`src/rtl/ex_hazard_ctrl.sv`:
```
// ex_hazard_ctrl
//   Hazard controller for the execute stage of a 5-stage pipeline. It tracks
//   the destination registers of the instructions in flight in EX and MEM. From
//   them it raises fetch/decode stalls on load-use hazards (or on any RAW hazard
//   when forwarding is disabled). It kills younger instructions on a taken
//   branch/jump, and it registers the ALU operand forwarding selects together
//   with the instruction entering EX.
//
// Parameters
//   REG_W   register specifier width
//   FWD_EN  1: forward from EX/MEM and MEM/WB; 0: no forwarding, stall instead
//   CNT_W   width of the stall performance counter
//
// Ports
//   sysclk          in   system clock, rising edge
//   rst             in   asynchronous active-low reset
//   id_valid        in   decode holds a valid instruction
//   id_rs_rd/id_rs  in   first source used / specifier
//   id_rt_rd/id_rt  in   second source used / specifier
//   id_wr_en        in   decode instruction writes id_wr_reg
//   id_wr_reg       in   destination specifier
//   id_is_load      in   decode instruction is a load
//   ex_brjmp_taken  in   execute redirects the PC this cycle
//   mem_stall       in   memory busy, whole pipeline freezes
//   stall_fetch     out  hold PC and IF/ID
//   stall_decode    out  hold decode outputs
//   flush_if_id     out  invalidate IF/ID at next edge
//   flush_id_ex     out  load a bubble into ID/EX at next edge
//   fwd_a, fwd_b    out  ALU operand source: 00 reg file, 01 EX/MEM, 10 WB
//   ex_valid        out  EX slot holds a real instruction
//   stall_cnt       out  saturating count of hazard-stall cycles

module ex_hazard_ctrl #(
    parameter int REG_W  = 3,
    parameter int FWD_EN = 1,
    parameter int CNT_W  = 16
) (
    input  logic             sysclk,
    input  logic             rst,
    input  logic             id_valid,
    input  logic             id_rs_rd,
    input  logic [REG_W-1:0] id_rs,
    input  logic             id_rt_rd,
    input  logic [REG_W-1:0] id_rt,
    input  logic             id_wr_en,
    input  logic [REG_W-1:0] id_wr_reg,
    input  logic             id_is_load,
    input  logic             ex_brjmp_taken,
    input  logic             mem_stall,
    output logic             stall_fetch,
    output logic             stall_decode,
    output logic             flush_if_id,
    output logic             flush_id_ex,
    output logic [1:0]       fwd_a,
    output logic [1:0]       fwd_b,
    output logic             ex_valid,
    output logic [CNT_W-1:0] stall_cnt
);

    // EX slot: valid is ex_valid; the rest is only meaningful when valid.
    logic             ex_wr_en;
    logic [REG_W-1:0] ex_wr_reg;
    logic             ex_is_load;

    // MEM slot: valid and wr_en folded together, is_load is never consulted
    // once an instruction leaves EX. The WB slot is not kept at all: the
    // register file bypasses WB writes to decode, so a WB producer can neither
    // stall nor need a forwarding select.
    logic             mem_wr;
    logic [REG_W-1:0] mem_wr_reg;

    logic       rs_ex, rt_ex, rs_mem, rt_mem;
    logic       hz;
    logic       issue;
    logic [1:0] fwd_a_nxt, fwd_b_nxt;

    // The youngest producer wins: an EX hit (ALU result in EX/MEM next cycle)
    // beats a MEM hit (value on the WB bus next cycle).
    function automatic logic [1:0] fwd_sel(input logic en, input logic ex_hit,
                                           input logic mem_hit, input logic ex_load);
        logic [1:0] sel;
        sel = 2'b00;
        if (en && (FWD_EN != 0)) begin
            if (ex_hit && !ex_load)
                sel = 2'b01;
            else if (mem_hit)
                sel = 2'b10;
        end
        return sel;
    endfunction

    always_comb begin
        rs_ex  = id_rs_rd & ex_valid & ex_wr_en & (id_rs == ex_wr_reg);
        rt_ex  = id_rt_rd & ex_valid & ex_wr_en & (id_rt == ex_wr_reg);
        rs_mem = id_rs_rd & mem_wr & (id_rs == mem_wr_reg);
        rt_mem = id_rt_rd & mem_wr & (id_rt == mem_wr_reg);

        if (FWD_EN != 0)
            hz = id_valid & (rs_ex | rt_ex) & ex_is_load;
        else
            hz = id_valid & (rs_ex | rt_ex | rs_mem | rt_mem);

        issue        = id_valid & ~hz & ~ex_brjmp_taken & ~mem_stall;
        // A redirect makes the stalled instruction dead, so it must not hold fetch.
        stall_fetch  = mem_stall | (hz & ~ex_brjmp_taken);
        stall_decode = stall_fetch;
        flush_if_id  = ex_brjmp_taken & ~mem_stall;
        flush_id_ex  = ~mem_stall & ~issue;

        fwd_a_nxt = fwd_sel(issue, rs_ex, rs_mem, ex_is_load);
        fwd_b_nxt = fwd_sel(issue, rt_ex, rt_mem, ex_is_load);
    end

    // ID -> EX -> MEM slot advance, control part
    always_ff @(posedge sysclk or negedge rst) begin
        if (!rst) begin
            ex_valid  <= 1'b0;
            mem_wr    <= 1'b0;
            fwd_a     <= 2'b00;
            fwd_b     <= 2'b00;
            stall_cnt <= '0;
        end else if (!mem_stall) begin
            ex_valid <= issue;
            mem_wr   <= ex_valid & ex_wr_en;
            fwd_a    <= fwd_a_nxt;
            fwd_b    <= fwd_b_nxt;
            if (hz && !ex_brjmp_taken && (stall_cnt != '1))
                stall_cnt <= stall_cnt + CNT_W'(1);
        end
    end

    // ID -> EX -> MEM slot advance, payload part (qualified by the valid bits)
    always_ff @(posedge sysclk) begin
        if (!mem_stall) begin
            ex_wr_en   <= id_wr_en;
            ex_wr_reg  <= id_wr_reg;
            ex_is_load <= id_is_load;
            mem_wr_reg <= ex_wr_reg;
        end
    end

endmodule
```
`config.mk`:
```
export PLATFORM = sky130hd
export DESIGN_NAME = ex_hazard_ctrl
export DESIGN_NICKNAME = d
export VERILOG_FILES = /design/src/rtl/ex_hazard_ctrl.sv
export SDC_FILE = /design/constraint.sdc
export NUM_CORES = 1
export LEC_CHECK = 0
export CELL_PAD_IN_SITES_DETAIL_PLACEMENT = 1
export CELL_PAD_IN_SITES_GLOBAL_PLACEMENT = 1
export CORE_ASPECT_RATIO = 1.75
export CORE_UTILIZATION = 37
export CTS_CLUSTER_SIZE = 28
export DETAILED_ROUTE_END_ITERATION = 12
export GPL_ROUTABILITY_DRIVEN = 0
export PLACE_DENSITY_LB_ADDON = 0.1
export SLEW_MARGIN = 20
export SYNTH_ARGS = -nofsm -noshare
export SYNTH_HDL_FRONTEND = slang
export SYNTH_SLANG_ARGS = --single-unit
export TNS_END_PERCENT = 10
```
`constraint.sdc`:
```
create_clock -name sysclk -period 2.8 [get_ports sysclk]
set_input_delay 0.42 -clock sysclk [delete_from_list [all_inputs] [get_ports sysclk]]
set_output_delay 0.42 -clock sysclk [all_outputs]
set_load 0.05 [all_outputs]
```
==> flow_metrics.py, run 1 <==
metrics = {
    "floorplan": {
        "io_pins": 43,
        "die_w_um": 50.75,
        "row_count": 30,
        "start_util": 0.3905,
        "placeableCoreArea_um2": 3941,
        "die_area_um2": 4431,
        "dieHeight_um": 87.32,
    },
    "power": {
        "p_sw_frac": 0.2480,
        "powerDensity_nw_per_um2": 424.2,
        "switchingPower_mw": 0.2272,
        "peakVddDrop_mv": 0.3108,
        "leakagePower_nw": 0.9215,
        "seqPwrFrac": 0.521,
        "clkPwrFrac": 0.357,
        "total_power_mw": 0.9161,
        "internal_power_mw": 0.6889,
        "p_comb_frac": 0.122,
    },
    "critical_path": {
        "worst-setup-path-type": "primary input to primary output",
        "critPathArrivalTime_ps": 2290,
        "crit_fanout": 3,
        "cp-startpoint": "id_rt[2]",
        "critPathRequiredTime_ps": 2380,
        "crit-reg2reg-launch": "ex_wr_reg[2]$_DFFE_PN_",
        "worstRegToRegCells": 7,
        "cp-start-kind": "primary input",
        "r2r_end": "stall_cnt[6]$_DFFE_PN0P_",
        "cp-end-kind": "primary output",
        "rrSetupSlack_ps": 440,
    },
    "detailed_routing": {
        "first_iter_violations": 18,
        "remaining_drc_errors": 0,
        "vias_per_cell": 5.143,
        "drt-total-wl_um": 3844,
        "ant_nets": 0,
        "wire_per_inst_um": 16.64,
        "vias": 1188,
        "dr.pass1.iters": 4,
    },
    "yosys": {
        "synth_top_family_by_area": "simple AND/OR/NAND/NOR gates",
        "synth_edf_count": 8,
        "synth_area_leaders": "dfrtp_1 (36%), edfxtp_1 (16%), xor2_1 (11%)",
        "syn_inst": 131,
        "synth-simple-area-share": 0.2374,
        "synth.cell_area_um2": 1539,
        "synth_compound_area_frac": 0.05285,
        "synth_top_area_share": 0.3577,
        "synth_top_cell_by_area": "dfrtp_1",
        "synth_adder_area_share": 0.008130,
        "synth.area.mux_share": 0.01463,
        "synth.avg_cell_area_um2": 11.75,
        "synth_xor_xnor_area_share": 0.1480,
        "seq_area_frac_synth": 0.5138,
        "ys_types": 36,
        "ys_async_sr_fraction": 0.7333,
        "synth_flop_cell": "dfrtp_1",
        "synth_nets": 150,
        "yosys_warnings": 0,
        "ys_seq_elements": 30,
    },
    "timing": {
        "hold_violations": 0,
        "post-route-period-util": 0.9667,
        "setup-violations-final": 0,
        "maxSlewHeadroom": 0.6530,
        "maxSlewViolCount": 0,
        "rsz0062_at_grt": "no",
        "fmax_mhz": 369.4,
        "worst_pin_slew_ps": 518.9,
        "fin_hold_ws_ps": 503.9,
        "final.setup.tns_ps": 0,
        "fin_crit_ps": 2707,
        "skew_ps": 5.881,
    },
    "clock_tree": {
        "cts-htree-levels": 2,
        "cts_buffers": 5,
        "clkSlewWorstSetupHoldPaths_ps": 60,
        "cts.hold.buffers_added": 0,
        "cts_sinks": 30,
        "tritoncts": "done",
        "worstSkewPairLatency_ps": 280,
        "clk_path_buf_depth": 2,
        "post_cts_buffers": 0,
        "root_buffer": "clkbuf_8",
        "ctsResizeCount": 1,
    },
    "global_routing": {
        "grt_usage": 0.1921,
        "overflow": 0,
        "antenna_found_initial": 0,
        "grt_pass1_vias": 1357,
        "grt_pass1_wl_um": 6244,
        "grt_max_degree": 23,
    },
    "worst_hold_path": {
        "hold_class": "primary input to async pin",
    },
    "run": {
        "max_cap_viol_count": 0,
    },
    "finish": {
        "seq_area_um2": 790.8,
        "drive_above_1_share": 0.1749,
        "multi_input_area_um2": 719.4,
        "n_antenna_cell": 0,
        "fillCellCount": 414,
        "fin_util": 0.5479,
        "syn_to_final_growth_pct": 40.33,
        "largest_register_ffs": 16,
        "final_nets": 201,
    },
    "placed_design": {
        "portBuffers": 42,
        "dp_hpwl_um": 2983,
    },
    "outcome": {
        "status": "finished clean",
    },
}
## power groups by stage
stage	registers [mW]	clock network [mW]	logic, mW
CTS	0.477	0.342	0.114
global placement	0.485	0	0.110
global route	0.479	0.355	0.120
floorplan	0.491	0	0.0417
detailed placement	0.486	0	0.113
finish	0.477	0.327	0.112
## routing by layer
layer | wire length, um | GRT usage
met5 | 0 | 0
met2 | 2330 | 0.3891
met1 | 1334 | 0.1762
met4 | 57 | 0.07576
met3 | 123 | 0.04014
## metrics by stage
stage,setup WS [ps],std cells,cell area (um^2)
2_1_floorplan,76.31,131,1543
3_3_place_gp,81.40,223,2072
3_5_place_dp,1.580,223,2072
4_1_cts,62.66,231,2160
5_1_grt,42.76,231,2160
6_report,93.13,231,2160
## worst max-delay path by stage
stage	endpoint	cells after the start	slack, ps
5_1_grt	flush_id_ex	6	40
4_1_cts	flush_id_ex	6	60
6_report	stall_fetch	6	90
3_3_place_gp	stall_cnt[1]$_DFFE_PN0P_	7	80
2_1_floorplan	flush_id_ex	4	80
3_5_place_dp	flush_id_ex	6	2
## worst max-delay path, stage by stage
cell	delay, ps
clkdlybuf4s50_1	460
xor2_1	170
or4_4	550
a21o_2	250
o21ai_2	250
buf_12	180
## cells in the mapped netlist, types with 3 or more instances
library cell and number:
nand3_1 8, xnor2_1 6, nor2_1 6, nand4_1 4
xor2_1 20, dfrtp_1 22, nand2_1 11, nor3_1 4
edfxtp_1 8, nor4_4 3, nor4_1 4, nor3b_1 3
## cell usage in the layout, fill, tap and decap left out, types with 2 or more instances in the layout
cell	synthesis	final
nor4_4	3	3
dfrtp_1	22	22
inv_1	2	2
xnor2_1	6	6
mux2_2	2	2
nor4_1	4	4
o31ai_1	2	2
nand2_1	11	11
xor2_1	20	20
and3_1	2	2
edfxtp_1	8	8
nand2b_1	2	2
nor2_1	6	6
nand4_1	4	4
nand3_1	8	8
buf_4	1	8
clkbuf_8	0	5
clkdlybuf4s50_1	0	38
or4_4	2	2
buf_12	0	3
nor3b_1	3	3
nor3_1	4	4
## kinds of logic (layout without fill, tap and decap cells)
family	Yosys count	after routing
and+or+nand+nor	55	55
DFF	30	30
xor gates and xnor gates	26	26
AOI/OAI and AO/OA	10	10
buffers and inverters	7	59
muxes	2	2
adders and majority gates	1	1
## layout make-up
class                      instances  area share
tap                               48     0.02781
timing repair buffer              49      0.2317
multi-input combinational         94      0.3331
inverter                           2    0.003476
clock buffer                       6     0.03360
clock inverter                     2    0.004056
sequential                        30      0.3662
No activity file was read; power rests on OpenSTA's default activity.
==> run 2: changes to the inputs <==
CTS_BUF_LIST = sky130_fd_sc_hd__clkbuf_16   (was default)
REMOVE_ABC_BUFFERS = 1   (was default)
==> flow_metrics.py, run 2 (same netlist as run 1, synthesis figures left out) <==
metrics = {
    "clock_tree": {
        "worstSkewPairLatency_ps": 270,
        "clk_path_buf_depth": 2,
        "cts_sinks": 30,
        "cts-htree-levels": 2,
        "clkSlewWorstSetupHoldPaths_ps": 50,
        "cts_buffers": 5,
        "root_buffer": "clkbuf_16",
        "tritoncts": "done",
    },
    "timing": {
        "setup-violations-final": 0,
        "fin_ws_ps": 58.48,
        "hold_violations": 0,
        "post-route-period-util": 0.9791,
        "fmax_mhz": 364.8,
        "rsz0062_at_grt": "yes",
        "maxSlewHeadroom": 0.6550,
        "fin_crit_ps": 2742,
        "fin_hold_ws_ps": 485.4,
        "worst_pin_slew_ps": 515.8,
        "skew_ps": 4.504,
        "maxSlewViolCount": 0,
    },
    "placed_design": {
        "place_area_um2": 2053,
        "dp_hpwl_um": 3003,
        "dp_cells": 221,
        "portBuffers": 42,
        "dp_slack_ps": 60.42,
    },
    "detailed_routing": {
        "first_iter_violations": 7,
        "ant_nets": 0,
        "vias": 1213,
        "wire_per_inst_um": 17.82,
        "wl_met3_um": 129,
        "drt-total-wl_um": 4080,
        "met1_length_um": 1471,
        "dr.pass1.iters": 3,
        "top_layer": "met4",
        "remaining_drc_errors": 0,
        "routed-wl-met2_um": 2388,
        "vias_per_cell": 5.297,
    },
    "power": {
        "peakVddDrop_mv": 0.4490,
        "total_power_mw": 1.194,
        "powerDensity_nw_per_um2": 536.6,
        "leakagePower_nw": 0.9522,
    },
    "finish": {
        "syn_to_final_growth_pct": 44.55,
        "drive_above_1_share": 0.1713,
        "fillCellCount": 427,
        "n_antenna_cell": 0,
        "seq_area_um2": 790.8,
        "final_nets": 199,
        "multi_input_area_um2": 715.7,
        "layout_commonest_cell": "clkdlybuf4s50_1",
        "layout_common_cells": "clkdlybuf4s50_1 (38), dfrtp_1 (22), xor2_1 (20)",
        "final_cell_area_um2": 2225,
        "instances_no_fill": 229,
        "largest_register_ffs": 16,
    },
    "global_routing": {
        "grt_usage": 0.2094,
        "antenna_found_initial": 0,
        "overflow": 0,
        "grt_pass1_wl_um": 6651,
        "grt_max_degree": 23,
        "grt_pass1_vias": 1331,
    },
    "floorplan": {
        "row_count": 30,
        "placeableCoreArea_um2": 3941,
        "start_util": 0.3905,
        "dieHeight_um": 87.32,
        "die_area_um2": 4431,
        "io_pins": 43,
        "die_w_um": 50.75,
    },
    "outcome": {
        "status": "finished clean",
    },
    "critical_path": {
        "crit_fanout": 4,
        "cp-start-kind": "primary input",
        "critPathArrivalTime_ps": 2320,
        "cp-end-kind": "primary output",
        "critPathRequiredTime_ps": 2380,
        "worst-setup-path-type": "primary input to primary output",
    },
    "worst_hold_path": {
        "hold_class": "register to register",
    },
    "run": {
        "max_cap_viol_count": 0,
    },
}
## run 2: changes by cell type in the layout (fill, tap and decap cells not counted), sizes merged
cell	before	now
buf	11	9
bufinv	0	1
clkbuf	6	5
## run 2: stage by stage
step / TNS (ps) / utilization
5_1_grt: -10.49 / 0.5644
3_5_place_dp: 0 / 0.5210
4_1_cts: 0 / 0.5629
6_report: 0 / 0.5644
2_1_floorplan: -2384 / -
3_3_place_gp: 0 / 0.5210
## run 2: layout make-up
type,instances,area share
well taps,48,0.02700
inverters,2,0.003375
clock inverters,3,0.01800
repair buffers,47,0.2182
clock buffers,5,0.05624
multi-input cells,94,0.3217
flip-flops and latches,30,0.3555
## run 2: timing repair
| action | 4_1_cts | 5_1_grt |
|---|---|---|
| setup buffers | 0 | 0 |
| hold buffers | 0 | 0 |
| endpoints found under the setup margin | 0 | 3 |
| gates resized for setup | 0 | 2 |
## run 2: worst paths after layout
| kind | start | to | slack, ps | cells past startpoint |
|---|---|---|---|---|
| max in group asynchronous | rst | stall_cnt[12]$_DFFE_PN0P_ | 2060 | 2 |
| setup / recovery | id_rt[2] | stall_fetch | 60 | 7 |
| setup reg to reg | ex_wr_reg[2]$_DFFE_PN_ | stall_cnt[1]$_DFFE_PN0P_ | 560 | 5 |
| min in group asynchronous | rst | fwd_a[1]$_DFFE_PN0N_ | 510 | 2 |
| hold / removal | fwd_a[0]$_DFFE_PN0N_ | fwd_a[0]$_DFFE_PN0N_ | 490 | 2 |
| hold reg to reg | fwd_a[0]$_DFFE_PN0N_ | fwd_a[0]$_DFFE_PN0N_ | 490 | 2 |
## run 2: critical path, cell delays in order
cell and delay (ps):
clkdlybuf4s50_1 470, xor2_1 170, or4_4 580, a21o_2 260, o21ai_1 130, buf_4 150
buf_12 130
## run 2: layer usage
| metal | track usage | vias up |
|---|---|---|
| li1 | - | 563 |
| met1 | 0.2040 | 610 |
| met2 | 0.3988 | 32 |
| met3 | 0.04712 | 8 |
| met4 | 0.1035 | 0 |
| met5 | 0 | - |
## run 2: report_power, final
part	internal [mW]	switching [mW]	total, mW	leakage, nW
combinational	0.0552	0.0574	0.113	0.484
clock	0.415	0.187	0.603	0.0836
sequential	0.465	0.0138	0.479	0.384
total	0.935	0.258	1.19	0.952
